--- config.mk ---
export PLATFORM = sky130hd
export DESIGN_NAME = osc_tick_sched
export DESIGN_NICKNAME = d
export VERILOG_FILES = /design/src/rtl/osc_pkg.sv /design/src/rtl/osc_tick_div.sv /design/src/rtl/osc_tick_sched.sv
export SDC_FILE = /design/constraint.sdc
export NUM_CORES = 1
export LEC_CHECK = 0
export CORE_MARGIN = 10
export CORE_UTILIZATION = 63
export DETAILED_ROUTE_END_ITERATION = 10
export PLACE_DENSITY_LB_ADDON = 0.12
export SETUP_SLACK_MARGIN = 0.15
export SYNTH_ARGS = -nofsm -noshare
export SYNTH_HDL_FRONTEND = slang
export SYNTH_SLANG_ARGS = --single-unit
--- constraint.sdc ---
create_clock -name sys_clk -period 2.5 [get_ports sys_clk]
set_input_delay 0.5 -clock sys_clk [delete_from_list [all_inputs] [get_ports sys_clk]]
set_output_delay 0.5 -clock sys_clk [all_outputs]
set_load 0.03 [all_outputs]
--- src/rtl/osc_pkg.sv ---
// Shared types and defaults for the oscillator tick scheduler.
package osc_pkg;

  typedef enum logic [1:0] {
    SYNC,
    SETTLE,
    RUN
  } osc_state_e;

  localparam int N_CH_DEF       = 4;
  localparam int DIV_W_DEF      = 16;
  localparam int SETTLE_CYC_DEF = 1024;

  function automatic int ch_w(input int n);
    return (n <= 1) ? 1 : $clog2(n);
  endfunction

endpackage

--- src/rtl/osc_tick_div.sv ---
// One tick channel: down-counter with active and shadow divider.
module osc_tick_div
  import osc_pkg::*;
#(
  parameter int DIV_W = DIV_W_DEF
) (
  input  logic             clk,
  input  logic             rst_n,
  input  logic             wr,
  input  logic             wr_en,
  input  logic [DIV_W-1:0] wr_div,
  output logic             tick
);

  logic             en_q, en_d;
  logic             pend_q, pend_d;
  logic             tick_q, tick_d;
  logic [DIV_W-1:0] cnt_q, cnt_d;
  logic [DIV_W-1:0] div_q, div_d;
  logic [DIV_W-1:0] shd_q, shd_d;

  always_comb begin
    en_d   = en_q;
    pend_d = pend_q;
    cnt_d  = cnt_q;
    div_d  = div_q;
    shd_d  = shd_q;
    tick_d = 1'b0;

    if (en_q) begin
      if (cnt_q == '0) begin
        tick_d = 1'b1;
        cnt_d  = pend_q ? shd_q : div_q;
        div_d  = pend_q ? shd_q : div_q;
        pend_d = 1'b0;
      end else begin
        cnt_d = cnt_q - DIV_W'(1);
      end
    end

    // a write landing on a reload edge is queued for the next reload
    if (wr) begin
      if (!en_q) begin
        en_d   = wr_en;
        div_d  = wr_div;
        cnt_d  = wr_div;
        pend_d = 1'b0;
      end else if (wr_en) begin
        shd_d  = wr_div;
        pend_d = 1'b1;
      end else begin
        en_d   = 1'b0;
        pend_d = 1'b0;
        cnt_d  = cnt_q;
        div_d  = div_q;
        tick_d = 1'b0;
      end
    end
  end

  always_ff @(posedge clk or negedge rst_n) begin
    if (!rst_n) begin
      en_q   <= 1'b0;
      pend_q <= 1'b0;
      tick_q <= 1'b0;
      cnt_q  <= '0;
      div_q  <= '0;
      shd_q  <= '0;
    end else begin
      en_q   <= en_d;
      pend_q <= pend_d;
      tick_q <= tick_d;
      cnt_q  <= cnt_d;
      div_q  <= div_d;
      shd_q  <= shd_d;
    end
  end

  assign tick = tick_q;

endmodule

--- src/rtl/osc_tick_sched.sv ---
// Oscillator start-up sequencer and per-channel tick scheduler.
module osc_tick_sched
  import osc_pkg::*;
#(
  parameter  int N_CH       = N_CH_DEF,
  parameter  int DIV_W      = DIV_W_DEF,
  parameter  int SETTLE_CYC = SETTLE_CYC_DEF,
  localparam int CH_W       = ch_w(N_CH)
) (
  input  logic             sys_clk,
  input  logic             sys_rst_n,
  input  logic             cfg_valid,
  output logic             cfg_ready,
  input  logic [CH_W-1:0]  cfg_ch,
  input  logic [DIV_W-1:0] cfg_div,
  input  logic             cfg_en,
  output logic             cfg_err,
  output logic             rst_out_n,
  output logic [N_CH-1:0]  tick
);

  localparam int SET_W =
    (SETTLE_CYC <= 1) ? 1 : $clog2(SETTLE_CYC);
  localparam logic [SET_W-1:0] SET_LAST =
    SET_W'(SETTLE_CYC - 1);
  localparam logic [CH_W:0] N_CH_V =
    (CH_W + 1)'(N_CH);

  osc_state_e       state_q, state_d;
  logic [1:0]       sync_q, sync_d;
  logic [SET_W-1:0] set_cnt_q, set_cnt_d;
  logic             rst_out_q, rst_out_d;
  logic             err_hit_q, err_hit_d;
  logic             err_q, err_d;
  logic             accept;
  logic             ch_bad;

  assign cfg_ready = (state_q == RUN);
  assign accept    = cfg_valid && cfg_ready;
  assign ch_bad    = {1'b0, cfg_ch} >= N_CH_V;

  always_comb begin
    sync_d    = {sync_q[0], 1'b1};
    state_d   = state_q;
    set_cnt_d = set_cnt_q;

    unique case (state_q)
      // the edge leaving SYNC is the first settle cycle
      SYNC: begin
        if (sync_q[1]) begin
          state_d   = (SETTLE_CYC <= 1) ? RUN : SETTLE;
          set_cnt_d = SET_W'(1);
        end
      end
      SETTLE: begin
        if (set_cnt_q == SET_LAST) begin
          state_d = RUN;
        end else begin
          set_cnt_d = set_cnt_q + SET_W'(1);
        end
      end
      RUN: begin
        state_d = RUN;
      end
      default: begin
        state_d = SYNC;
      end
    endcase

    rst_out_d = (state_d == RUN);
    err_hit_d = accept && ch_bad;
    err_d     = err_hit_q;
  end

  always_ff @(posedge sys_clk or negedge sys_rst_n) begin
    if (!sys_rst_n) begin
      state_q   <= SYNC;
      sync_q    <= '0;
      set_cnt_q <= '0;
      rst_out_q <= 1'b0;
      err_hit_q <= 1'b0;
      err_q     <= 1'b0;
    end else begin
      state_q   <= state_d;
      sync_q    <= sync_d;
      set_cnt_q <= set_cnt_d;
      rst_out_q <= rst_out_d;
      err_hit_q <= err_hit_d;
      err_q     <= err_d;
    end
  end

  assign rst_out_n = rst_out_q;
  assign cfg_err   = err_q;

  for (genvar i = 0; i < N_CH; i++) begin : g_ch
    logic wr;
    assign wr = accept && (cfg_ch == CH_W'(i));

    osc_tick_div #(
      .DIV_W (DIV_W)
    ) u_div (
      .clk    (sys_clk),
      .rst_n  (sys_rst_n),
      .wr     (wr),
      .wr_en  (cfg_en),
      .wr_div (cfg_div),
      .tick   (tick[i])
    );
  end

endmodule

==> impl_metrics.json <==
{
  "met3_length_mm": 2.87,
  "num_vias": 10962,
  "ant_nets": 0,
  "fill_cells": 1364,
  "drc_errors": 0,
  "start_kind": "flop",
  "max_freq_mhz": 434,
  "pre_cts_slack_ps": -133,
  "synth_area_um2": 12400,
  "path_class": "reg -> reg",
  "arrival_ps": 2710,
  "path_clk_slew_ps": 60,
  "avgViaCountPerCell": 6.68,
  "synth_edf_count": 0,
  "crit_path_max_fanout": 8,
  "dieArea_um2": 25700,
  "fp.dieH_um": 160,
  "multi_input_comb_area_um2": 6470,
  "clk_path_buf_depth": 3,
  "die_w_um": 160,
  "hp-class": "reg -> reg",
  "crit_required_ps": 2900,
  "first_iter_violations": 1145,
  "yosys.cell_types.count": 93,
  "seq_area_frac_synth_pct": 44.1,
  "grt_pass1_wl_mm": 59.3,
  "synth_mux_area_share_pct": 11.1,
  "dr.max_layer_used": "met4",
  "clock_skew_ps": 10.0,
  "cts_made_buffers": 24,
  "clkSinkCount": 219,
  "slew_headroom_pct": 41.0,
  "cts_tree": "built",
  "drive_gt1_share_pct": 24.7,
  "grt_max_degree": 63,
  "ys_ff_latch": 219,
  "rows": 51,
  "async_reset_ff_share_pct": 100,
  "final_hold_viol_count": 0,
  "synth_fp_nets": 1286,
  "synth_top_family_by_area": "compound AO/OA/AOI/OAI gates",
  "maxCapViolations": 0,
  "period_needed_ps": 2300,
  "layout_setup_ws_ps": 198,
  "worstMarginPinSlew_ps": 885,
  "drt-met1-wl_mm": 15.4,
  "dp_hpwl_mm": 25.3,
  "rsz0062_at_grt": "true",
  "whs_ps": 348,
  "tns_ps": 0,
  "core_area_um2": 19400,
  "ys_warn_count": 0,
  "syn_inst": 1259,
  "ios": 29,
  "synth_fa_ha_area_share_pct": 0.504,
  "synth-xor-area-share_pct": 1.06,
  "p_per_area_nw_per_um2": 517,
  "status": "finished clean",
  "wl_mm": 37.0,
  "area_growth_pct": 18.7,
  "wl_met2_mm": 17.1,
  "dr.pass1.iters": 5,
  "register_area_um2": 5480,
  "finalWeightedCongestion": 0.940,
  "clock_latency_ps": 520,
  "start_util_pct": 64.0,
  "wire_per_inst_um": 22.5,
  "ir_drop_mv": 0.579,
  "synth_ff_type": "dfrtp_1",
  "finalSetupViolations": 0,
  "clockRootBuffer": "clkbuf_16",
  "overflow": 0,
  "final_common_cell": "dfrtp_1",
  "synth_area_per_cell_um2": 9.87,
  "post-route-period-util_pct": 92.1,
  "synth_compound_area_share_pct": 21.8,
  "final_cell_mix": "218 x dfrtp_1, 136 x buf_4, 92 x nor2_1, 92 x mux2_2, 79 x o21ai_0",
  "cp-end-kind": "flop",
  "groute.usage.overall_pct": 27.9,
  "cts_max_level": 1,
  "yosys.area_share.simple_pct": 16.8,
  "portBuffers": 27,
  "nNetsFinal": 1385,
  "leakage_nw": 6.48,
  "report.final.slew_viol_count": 0,
  "antenna_found_initial": 1,
  "grt_pass1_vias": 10963
}
[Yosys cell counts, drive strengths merged, types with 20 or more instances]
cell type,instances,share of area [%]
inv,25,0.76
nor2,96,3.1
o21ai,97,3.9
nor3,43,1.9
a21oi,52,2.2
a22oi,25,1.5
buf,35,1.7
o22ai,20,1.0
dfrtp,219,44
mux2,101,9.2
nand3,20,0.81
clkbuf,70,2.1
a2bb2oi,22,1.6
nand2,74,2.3
mux2i,24,1.9
[critical path, stage by stage, from the launching register on]
cell	delay, ps
dfrtp_1	470
or4_4	630
nor3_4	210
or4b_4	530
a221o_1	340
[stage by stage]
| step | instance area [um2] | cells | total power (W) | util (%) |
|---|---|---|---|---|
| after floorplan | 12400 | 1259 | 0.00389 | - |
| after global placement | 13800 | 1587 | 0.00412 | 71.1 |
| after detailed placement | 13800 | 1587 | 0.00413 | 71.1 |
| after CTS | 14600 | 1630 | 0.00767 | 75.2 |
| after global routing | 14700 | 1639 | 0.00782 | 76.0 |
| final | 14700 | 1640 | 0.00762 | 76.0 |
[per-layer routing]
layer / GRT usage [%] / vias up
li1: - / 4947
met2: 45.0 / 519
met1: 35.9 / 5380
met5: 0 / -
met4: 11.9 / 0
met3: 5.52 / 116
[final cells by class]
type                            count  area share [%]
Multi-Input combinational cell    909            43.9
Tap cell                          265            2.25
Inverter                           26           0.662
Antenna cell                        1          0.0170
Sequential cell                   219            37.2
Clock inverter                      7           0.450
Timing Repair Buffer              178            10.6
Clock buffer                       35            4.91
[state kept, by name, summed over array words and instances (netlist names)]
signal	cells
g_ch.u_div.shd_q	64
g_ch.u_div.cnt_q	64
g_ch.u_div.en_q	4
set_cnt_q	10
state_q	2
sync_q	2
g_ch.u_div.pend_q	4
g_ch.u_div.tick	4
g_ch.u_div.div_q	64
rst_out_n	1
[kinds of logic after synthesis]
kind of cell / count (synthesis)
AOI/OAI and AO/OA: 383
buffers and inverters: 131
and+or+nand+nor: 379
adders and majority gates: 5
xor gates and xnor gates: 15
muxes: 125
other: 2
DFF: 219
[what timing repair did]
action / CTS / global route
endpoints found under the setup margin: 3 / 58
gates resized for setup: 2 / 19
pin swaps: 0 / 5
hold endpoints to repair: 49 / 0
hold buffers: 1 / 0
buffers inserted: 0 / 9
gates cloned: 0 / 0
[path summary, 6_finish.rpt]
path	endpoint	from	slack, ps	cells past startpoint
hold / removal	sync_q[1]	sync_q[0]	350	0
min in group asynchronous	g_ch[0].u_div.shd_q[9]	sys_rst_n	500	2
max in group asynchronous	g_ch[1].u_div.cnt_q[6]	sys_rst_n	1300	3
setup / recovery	g_ch[2].u_div.cnt_q[5]	g_ch[2].u_div.cnt_q[7]	200	4
hold reg to reg	sync_q[1]	sync_q[0]	350	0
setup reg to reg	g_ch[2].u_div.cnt_q[5]	g_ch[2].u_div.cnt_q[7]	200	4
[where the power goes]
| group | internal, W | switching, W | leakage, nW |
|---|---|---|---|
| Combinational | 0.000144 | 0.000266 | 3.28 |
| Sequential | 0.00360 | 0.0000631 | 2.81 |
| Clock | 0.00210 | 0.00144 | 0.390 |
Note: power is estimated with default switching activity, not from simulation.
